File: config.mk
export PLATFORM = sky130hd
export DESIGN_NAME = mul_sequencer
export DESIGN_NICKNAME = d
export VERILOG_FILES = /design/src/rtl/cpu_pkg.sv /design/src/rtl/mul_datapath.sv /design/src/rtl/mul_sequencer.sv
export SDC_FILE = /design/constraint.sdc
export NUM_CORES = 1
export LEC_CHECK = 0
export BUFFER_PORTS_ARGS = -buffer_cell sky130_fd_sc_hd__buf_2
export CAP_MARGIN = 20
export CORE_MARGIN = 5
export CORE_UTILIZATION = 43
export DETAILED_ROUTE_END_ITERATION = 8
export HOLD_SLACK_MARGIN = 0.02
export PLACE_DENSITY = 0.64
export REMOVE_ABC_BUFFERS = 1
export SYNTH_ARGS = -nofsm -noshare
export SYNTH_HDL_FRONTEND = slang
export SYNTH_HIERARCHICAL = 1
export SYNTH_SLANG_ARGS = --single-unit
export TNS_END_PERCENT = 5
File: constraint.sdc
create_clock -name clk -period 8.6 [get_ports clk]
set_input_delay 1.72 -clock clk [delete_from_list [all_inputs] [get_ports clk]]
set_output_delay 1.72 -clock clk [all_outputs]
set_load 0.02 [all_outputs]
File: src/rtl/cpu_pkg.sv
// Shared CPU definitions: ALU control codes and the multiply sequencer state encoding.
package cpu_pkg;

    localparam logic [2:0] ALU_AND = 3'b000;
    localparam logic [2:0] ALU_XOR = 3'b001;
    localparam logic [2:0] ALU_SUB = 3'b010;
    localparam logic [2:0] ALU_ADD = 3'b011;
    localparam logic [2:0] ALU_CMP = 3'b100;
    localparam logic [2:0] ALU_ORR = 3'b101;
    localparam logic [2:0] ALU_MUL = 3'b110;

    typedef enum logic [1:0] {
        IDLE = 2'b00,
        BUSY = 2'b01,
        DONE = 2'b10
    } mul_state_t;

endpackage

File: src/rtl/mul_datapath.sv
// Radix-2 shift-add datapath: accumulator, shifting multiplicand and multiplier.
// i_load captures fresh operands and clears the accumulator; i_step performs one iteration.
module mul_datapath #(
    parameter int WIDTH = 32
) (
    input  logic             clk,
    input  logic             rst_n,
    input  logic             i_load,
    input  logic             i_step,
    input  logic [WIDTH-1:0] i_op_a,
    input  logic [WIDTH-1:0] i_op_b,
    output logic [WIDTH-1:0] o_acc_next
);

    logic [WIDTH-1:0] r_acc;
    logic [WIDTH-1:0] r_mcand;
    logic [WIDTH-1:0] r_mplier;

    // Accumulator value after the current iteration; the sum wraps to WIDTH bits.
    assign o_acc_next = r_mplier[0] ? (r_acc + r_mcand) : r_acc;

    // Operand/accumulator registers: load takes priority, step shifts one bit position.
    always_ff @(posedge clk or negedge rst_n) begin
        if (!rst_n) begin
            r_acc    <= '0;
            r_mcand  <= '0;
            r_mplier <= '0;
        end else if (i_load) begin
            r_acc    <= '0;
            r_mcand  <= i_op_a;
            r_mplier <= i_op_b;
        end else if (i_step) begin
            r_acc    <= o_acc_next;
            r_mcand  <= r_mcand << 1;
            r_mplier <= r_mplier >> 1;
        end
    end

endmodule

File: src/rtl/mul_sequencer.sv
// Iterative multiply controller for the execute stage. Owns the IDLE/BUSY/DONE FSM,
// the iteration counter, the registered result/flags and the pipeline stall request.
// Handshake: a MUL is accepted on any edge where start=1, flush=0 and the FSM is in
// IDLE or DONE; stall_e holds the instruction in execute until done pulses.
module mul_sequencer
    import cpu_pkg::*;
#(
    parameter int WIDTH = 32
) (
    input  logic             clk,
    input  logic             rst_n,
    input  logic             start,
    input  logic             flush,
    input  logic [WIDTH-1:0] op_a,
    input  logic [WIDTH-1:0] op_b,
    output logic             stall_e,
    output logic             busy,
    output logic             done,
    output logic [WIDTH-1:0] result,
    output logic             flag_n,
    output logic             flag_z,
    output logic [1:0]       o_dbg_state
);

    localparam int              CW   = $clog2(WIDTH);
    localparam logic [CW-1:0]   LAST = CW'(WIDTH - 1);

    mul_state_t       r_state;
    mul_state_t       w_next;
    logic [CW-1:0]    r_count;
    logic [WIDTH-1:0] r_result;
    logic             r_flag_n;
    logic             r_flag_z;
    logic             w_accept;
    logic             w_load;
    logic             w_step;
    logic             w_last;
    logic [WIDTH-1:0] w_acc_next;

    assign w_accept = start & ~flush;
    assign w_last   = (r_count == LAST);

    mul_datapath #(.WIDTH(WIDTH)) u_datapath (
        .clk        (clk),
        .rst_n      (rst_n),
        .i_load     (w_load),
        .i_step     (w_step),
        .i_op_a     (op_a),
        .i_op_b     (op_b),
        .o_acc_next (w_acc_next)
    );

    // State register.
    always_ff @(posedge clk or negedge rst_n) begin
        if (!rst_n) r_state <= IDLE;
        else        r_state <= w_next;
    end

    // Next-state and datapath strobes; flush always wins and returns to IDLE.
    always_comb begin
        w_next = r_state;
        w_load = 1'b0;
        w_step = 1'b0;
        case (r_state)
            IDLE: begin
                if (w_accept) begin
                    w_load = 1'b1;
                    w_next = BUSY;
                end
            end
            BUSY: begin
                if (flush) begin
                    w_next = IDLE;
                end else begin
                    w_step = 1'b1;
                    if (w_last) w_next = DONE;
                end
            end
            DONE: begin
                if (w_accept) begin
                    w_load = 1'b1;
                    w_next = BUSY;
                end else begin
                    w_next = IDLE;
                end
            end
            default: w_next = IDLE;
        endcase
    end

    // Iteration counter: cleared on load, advanced once per BUSY step.
    always_ff @(posedge clk or negedge rst_n) begin
        if (!rst_n)      r_count <= '0;
        else if (w_load) r_count <= '0;
        else if (w_step) r_count <= r_count + 1'b1;
    end

    // Result and flags capture the final accumulator and hold until the next product.
    always_ff @(posedge clk or negedge rst_n) begin
        if (!rst_n) begin
            r_result <= '0;
            r_flag_n <= 1'b0;
            r_flag_z <= 1'b0;
        end else if (w_step && w_last) begin
            r_result <= w_acc_next;
            r_flag_n <= w_acc_next[WIDTH-1];
            r_flag_z <= (w_acc_next == '0);
        end
    end

    // Stall is combinational so a newly arriving MUL is frozen in its first cycle.
    assign stall_e     = ((r_state == IDLE) & w_accept) | (r_state == BUSY);
    assign busy        = (r_state == BUSY);
    assign done        = (r_state == DONE);
    assign result      = r_result;
    assign flag_n      = r_flag_n;
    assign flag_z      = r_flag_z;
    assign o_dbg_state = r_state;

endmodule
After elaboration in Yosys (flattened, before gate mapping)
Cells that the tools add are included. W data, S select, Z words.

$add $sub $neg: 2. Eq/ne operators: 5. Muxes and demuxes: 18. Bitwise logic cells: 4. Reduce and logical (&&, ||, !) cells: 6.

Operators by type and width (number): $mux W32 (7); $add A32 B32 Y32 (1); $logic_not A32 Y1 (1); $mux W5 (2); $mux W2 (3); $pmux W2 S3 (1); $add A5 B1 Y5 const B (1); $eq A5 B5 Y1 const B (1); $mux W1 (5); $ne A3 B2 Y1 const B (1); $and A1 B1 Y1 (2); $eq A2 B1 Y1 const B (1); $eq A2 B2 Y1 const B (1); $logic_not A2 Y1 (1); $ne A2 B2 Y1 const B (1); $reduce_and A2 Y1 (1); $reduce_bool A2 Y1 (1); $reduce_or A2 Y1 (1); $logic_and A1 B1 Y1 (1); $not A1 Y1 (1); $or A1 B1 Y1 (1).

Flip-flop bits (word level): 137. Bits of input ports: 68. Word-level logic and storage cells: 43.

Logic depth before layout (Yosys ltp)
Depth in word-level cells: 5. Gate-level depth with buffers: 14.

Hierarchy
The synthesis kept the hierarchy.

By module, submodules not included: mul_datapath (instances 1, cells an instance 694, area an instance 6344.8 sq um); mul_sequencer (instances 1, cells an instance 113, area an instance 1795.5 sq um).

Worst setup path after synthesis
OpenSTA, ideal clock, no wires.

Path type: in2out. From: input flush. To: output stall_e. Data arrival time: 2.096 ns. Path slack: 4.784 ns. Stages on the path: 3. Path through: inv_1 -> a21oi_1 -> nor2_1.

Longest elaborated chain between the ends: 4.

RTL lines: start: declaration (RTL line mul_sequencer.sv:13) `input logic flush,`; $not A1 Y1 (RTL line mul_sequencer.sv:40) `assign w_accept = start & ~flush;`; $and A1 B1 Y1 (RTL line mul_sequencer.sv:40); $and A1 B1 Y1 (RTL line mul_sequencer.sv:112) `assign stall_e = ((r_state == IDLE) & w_accept) | (r_state == BUSY);`; $or A1 B1 Y1 (RTL line mul_sequencer.sv:112); end: declaration (RTL line mul_sequencer.sv:16) `output logic stall_e,`.

Every way passes these cells.

Worst setup path in the final report
From: input flush. To: register u_datapath.r_acc[31].

Longest elaborated chain between the ends: 5. Elaborated cells between the ends (all ways): 8. Classes of those cells: mux (5); bitwise (2); reduce/logical (1).

RTL lines: $not A1 Y1 (RTL line mul_sequencer.sv:40); $and A1 B1 Y1 (RTL line mul_sequencer.sv:40); $mux W1 (RTL line mul_sequencer.sv:66, mul_sequencer.sv:80); $mux W1; $mux W32 / $reduce_bool A2 Y1 (equally long branches); end signal: assignment (RTL line mul_datapath.sv:33) `r_acc <= o_acc_next;`; end: declaration (RTL line mul_datapath.sv:15) `logic [WIDTH-1:0] r_acc;`.

Parallel ways exist; a longest one is shown, timed or not. A chain may end at the register's enable or synchronous reset.

==> summary.md <==
The clock insertion delay at the later pin of the skew report was 0.42 ns. Global-route wire length before repair: 31.7 mm. On the critical path the largest part of the delay comes from simple AND/OR/NAND/NOR gates. The buffer and inverter count on the worst path was 3. The height of the chip works out to 148 um. Summing all flip-flop and latch instances after layout gives 3400 um2. The worst path needs 4.36 ns of the cycle, external delays included. The proportion of register bits with asynchronous set or reset after synthesis was 1.00; the number of hold buffers added after cts was 0. The area of combinational cells with multiple inputs was 4400 um2.

The run gives 374 as the detailed router's first-iteration violation count. The normalized max-slew margin is 0.392, and the combinational share of power is 0.353. The critical path runs through a total of 8 cells.

For the number of global-route vias before repair, the log shows 6198. The analysis attributes to net switching a power of 911 uW. The fraction of final layout cells with drive strength greater than 1 was 0.244. Share of power burned in the clock network: 0.311. The synthesized design contains 136 register bits. Startpoint of the most critical setup path: flush.

Setup violations remaining at the end of the flow were counted as 0. In this run the register-to-register setup slack is 4.47 ns. Count of final hold-check violations: 0. The worst setup path is launched from an input pin.

The run gives 17 as the total clock buffers created by CTS. The mean cell area of the mapped netlist is 10.1 um2. The floorplan step defined a die boundary enclosing 21800 um2. Across the run, the number of max-cap violations was 0. Counting along the longest clock path gives a buffer depth of 2.

Following the worst setup path forward leads to its endpoint at u_datapath/r_acc[31]. For the first-pass iteration count of the detailed router, the log shows 5. The tools report the cell chosen for the clock root as sky130_fd_sc_hd__clkbuf_16. In the routed design, unresolved DRC markers number 0. After the last flow step, the layout net total stands at 993.

For the starting density of the core, the log shows 0.437. Setup repair after global routing left no endpoint under its margin. The internal power of the cells totals 1680 uW. Power density normalized to cell area: 276 nW/um2. Sequential fraction of the synthesis area: 0.418. The initial antenna violation count was 0; the transition at the pin with the smallest max-transition slack was 0.912 ns. The startpoint identified for the worst register-to-register timing path is u_datapath/r_acc[0]. The number of antenna diodes in the final layout is 0.

The clock-pin slew of the registers on the worst-case setup and hold paths is 0.06 ns, and the setup slack at placement is 3.83 ns. Cell at the slowest stage of the critical path: sky130_fd_sc_hd__nor2_1. For the worst flop-to-flop path, the logic depth is 14.

The arrival time of the worst setup path is 4.67 ns, and the highest fanout seen on the critical path is 41. The slack of the critical path came out at 4.24 ns. In the routed layout, each cell is associated on average with a via count of 5.38.

The switching fraction of total power was 0.351. The horizontal die dimension was 148 um. The worst setup path is of the input pin to flip-flop kind. In the layout the commonest cells are sky130_fd_sc_hd__dfrtp_1, sky130_fd_sc_hd__buf_2, sky130_fd_sc_hd__nand2_1.

For this design the top-level I/O count stands at 107. The tools report the number of max-slew violations in the final report as 0. The tightest hold path in the finished design has a slack of 0.501 ns. The tools report the capture instance of the worst register-to-register path as flag_z. The placement row count was 50; the detailed-route wire length was 18.6 mm. The global-route usage over all layers is 0.177, and the post-layout total power is 2600 uW. Number of warnings printed during yosys synthesis: 6.

The H-tree depth was 4; the upper clock frequency limit was 229 MHz. The post-cts repair resize count was 0; the fill cell total of the finished layout was 1771. In this design, the stage delay of the slowest critical-path cell is 0.77 ns. In the final routed layout, each cell accounts on average for 16.4 um. The last weighted congestion value of the routability-driven placer came out at 0.832. Summed over all cells, the static leakage comes to 0.00445 uW.

Counting flops with a built-in enable in the synthesized netlist gives 0. The library cell used most frequently in the layout, excluding fill and tap cells, is sky130_fd_sc_hd__dfrtp_1. The cell count after synthesis came out at 807. TritonCTS built the clock tree. The tools report the total global routing overflow as 0. The number of sinks on the clock net is 136, and the portion of the clock cycle consumed by the worst path in the final layout is 0.507. From synthesis to final layout, the design area changed by 15.4%.

The core utilization of the finished layout is 0.504, and the core box area is 18600 um2. The logs give 76 for the count of cell types in the netlist and 0 ns for the post-route setup TNS. For the worst setup path, the data required time is 8.91 ns.

The estimated wirelength of the detail-placed design is 12.8 mm. The tools report the post-CTS setup buffer count as 0. Entering global routing, the biggest net connects 103 pins.

The signal on the critical path passes through buf_2 -> or3b_4 -> inv_4 -> clkinv_1 -> nor2_1 -> nand2_1 -> mux2i_1 -> mux2_1. The endpoint kind of the worst setup timing path is a flip-flop. For the final database, setup skew stands at 0.00473 ns. For this run, the leading register cell type out of synthesis is sky130_fd_sc_hd__dfrtp_1.

The tools report the maximum resistive drop on vdd as 0.169 mV. The detailed router placed 6126 vias in this run. In this run the worst hold path is classified as flip-flop to flip-flop.

In this run the tool buffered the top-level ports with 106 buffer cells. The detail route stage leaves a number of antenna-violating nets equal to 0. The relative contribution of sequential cells to total power came out at 0.336. The flow ran to the end, and the final reports show no timing, DRC or antenna violations. Summing every instance area after synthesis gives 8140 um2.
worst min-delay path by stage:
| stage | from | endpoint | slack, ns | cells after the start |
|---|---|---|---|---|
| 2_1_floorplan | r_count[4] | r_count[4] | 0.47 | 1 |
| 3_3_place_gp | flag_z | flag_z | 0.48 | 2 |
| 3_5_place_dp | flag_z | flag_z | 0.49 | 2 |
| 4_1_cts | flag_z | flag_z | 0.50 | 2 |
| 5_1_grt | result[27] | result[27] | 0.53 | 1 |
| 6_report | result[30] | result[30] | 0.50 | 1 |
power groups by stage:
stage               Clock (uW)  Combinational, uW  Sequential, uW
finish                     806                916             873
floorplan                    0                696             865
detailed placement           0                910             885
global route               847               1030             895
global placement             0                897             881
CTS                        823                915             875
stage by stage:
step / std cells / instance area [um2]
after floorplan: 761 / 7870
after global placement: 1106 / 8740
after detailed placement: 1106 / 8740
after CTS: 1138 / 9390
after global routing: 1138 / 9390
final: 1138 / 9390
cell usage after synthesis, types with 15 or more instances:
cell type | instances | area share
sky130_fd_sc_hd__dfrtp_1 | 136 | 0.42
sky130_fd_sc_hd__nand2_1 | 101 | 0.047
sky130_fd_sc_hd__o21ai_0 | 83 | 0.051
sky130_fd_sc_hd__mux2i_1 | 77 | 0.095
sky130_fd_sc_hd__nor2_1 | 50 | 0.023
sky130_fd_sc_hd__a21oi_1 | 33 | 0.020
sky130_fd_sc_hd__ha_1 | 33 | 0.051
sky130_fd_sc_hd__clkbuf_1 | 30 | 0.014
sky130_fd_sc_hd__mux2_4 | 28 | 0.052
sky130_fd_sc_hd__mux2_2 | 24 | 0.033
sky130_fd_sc_hd__a21o_1 | 15 | 0.014
sky130_fd_sc_hd__inv_1 | 15 | 0.0069
layer usage:
layer | global-route usage | vias to the layer above | part of all wire
met5 | 0 | - | 0
met4 | 0.0503 | 0 | 0.011
met3 | 0.0417 | 14 | 0.053
met2 | 0.273 | 120 | 0.45
met1 | 0.249 | 2925 | 0.48
li1 | - | 3067 | -
layout make-up:
cell class / instances / area share
clock buffers: 19 / 0.0482
clock inverters: 13 / 0.0213
inverters: 18 / 0.00799
multi-input cells: 607 / 0.468
flip-flops and latches: 136 / 0.362
well taps: 234 / 0.0312
repair buffers: 111 / 0.0611
registers in the layout, indices dropped and copies added (netlist names):
register and cells:
flag_z 1, u_datapath/r_acc 32, result 32, u_datapath/r_mplier 32, r_count 5, u_datapath/r_mcand 32, o_dbg_state 2
worst register-to-register path, stage by stage, from the launching register on:
cell                       delay (ns)
sky130_fd_sc_hd__dfrtp_1         0.39
sky130_fd_sc_hd__ha_1            0.25
sky130_fd_sc_hd__fa_1            0.41
sky130_fd_sc_hd__a21o_1          0.17
sky130_fd_sc_hd__a21oi_1         0.26
sky130_fd_sc_hd__o21ai_1         0.16
sky130_fd_sc_hd__a21oi_1         0.28
sky130_fd_sc_hd__o211ai_1        0.18
sky130_fd_sc_hd__nand4_1         0.11
sky130_fd_sc_hd__nand2_1         0.12
sky130_fd_sc_hd__or3_1           0.36
sky130_fd_sc_hd__a31o_2          0.26
sky130_fd_sc_hd__nor4_1          0.59
sky130_fd_sc_hd__nand4_1         0.23
sky130_fd_sc_hd__o31ai_1         0.26
logic make-up (layout without fill, tap and decap cells):
family / after synthesis / count (layout) / synth area share
buf+inv: 64 / 161 / 0.0426
fa+ha+maj: 34 / 34 / 0.0532
simple gates: 224 / 224 / 0.127
flops: 136 / 136 / 0.418
mux: 130 / 130 / 0.181
xor+xnor: 21 / 21 / 0.0226
compound gates: 198 / 198 / 0.156
(Power assumes the default switching activity.)
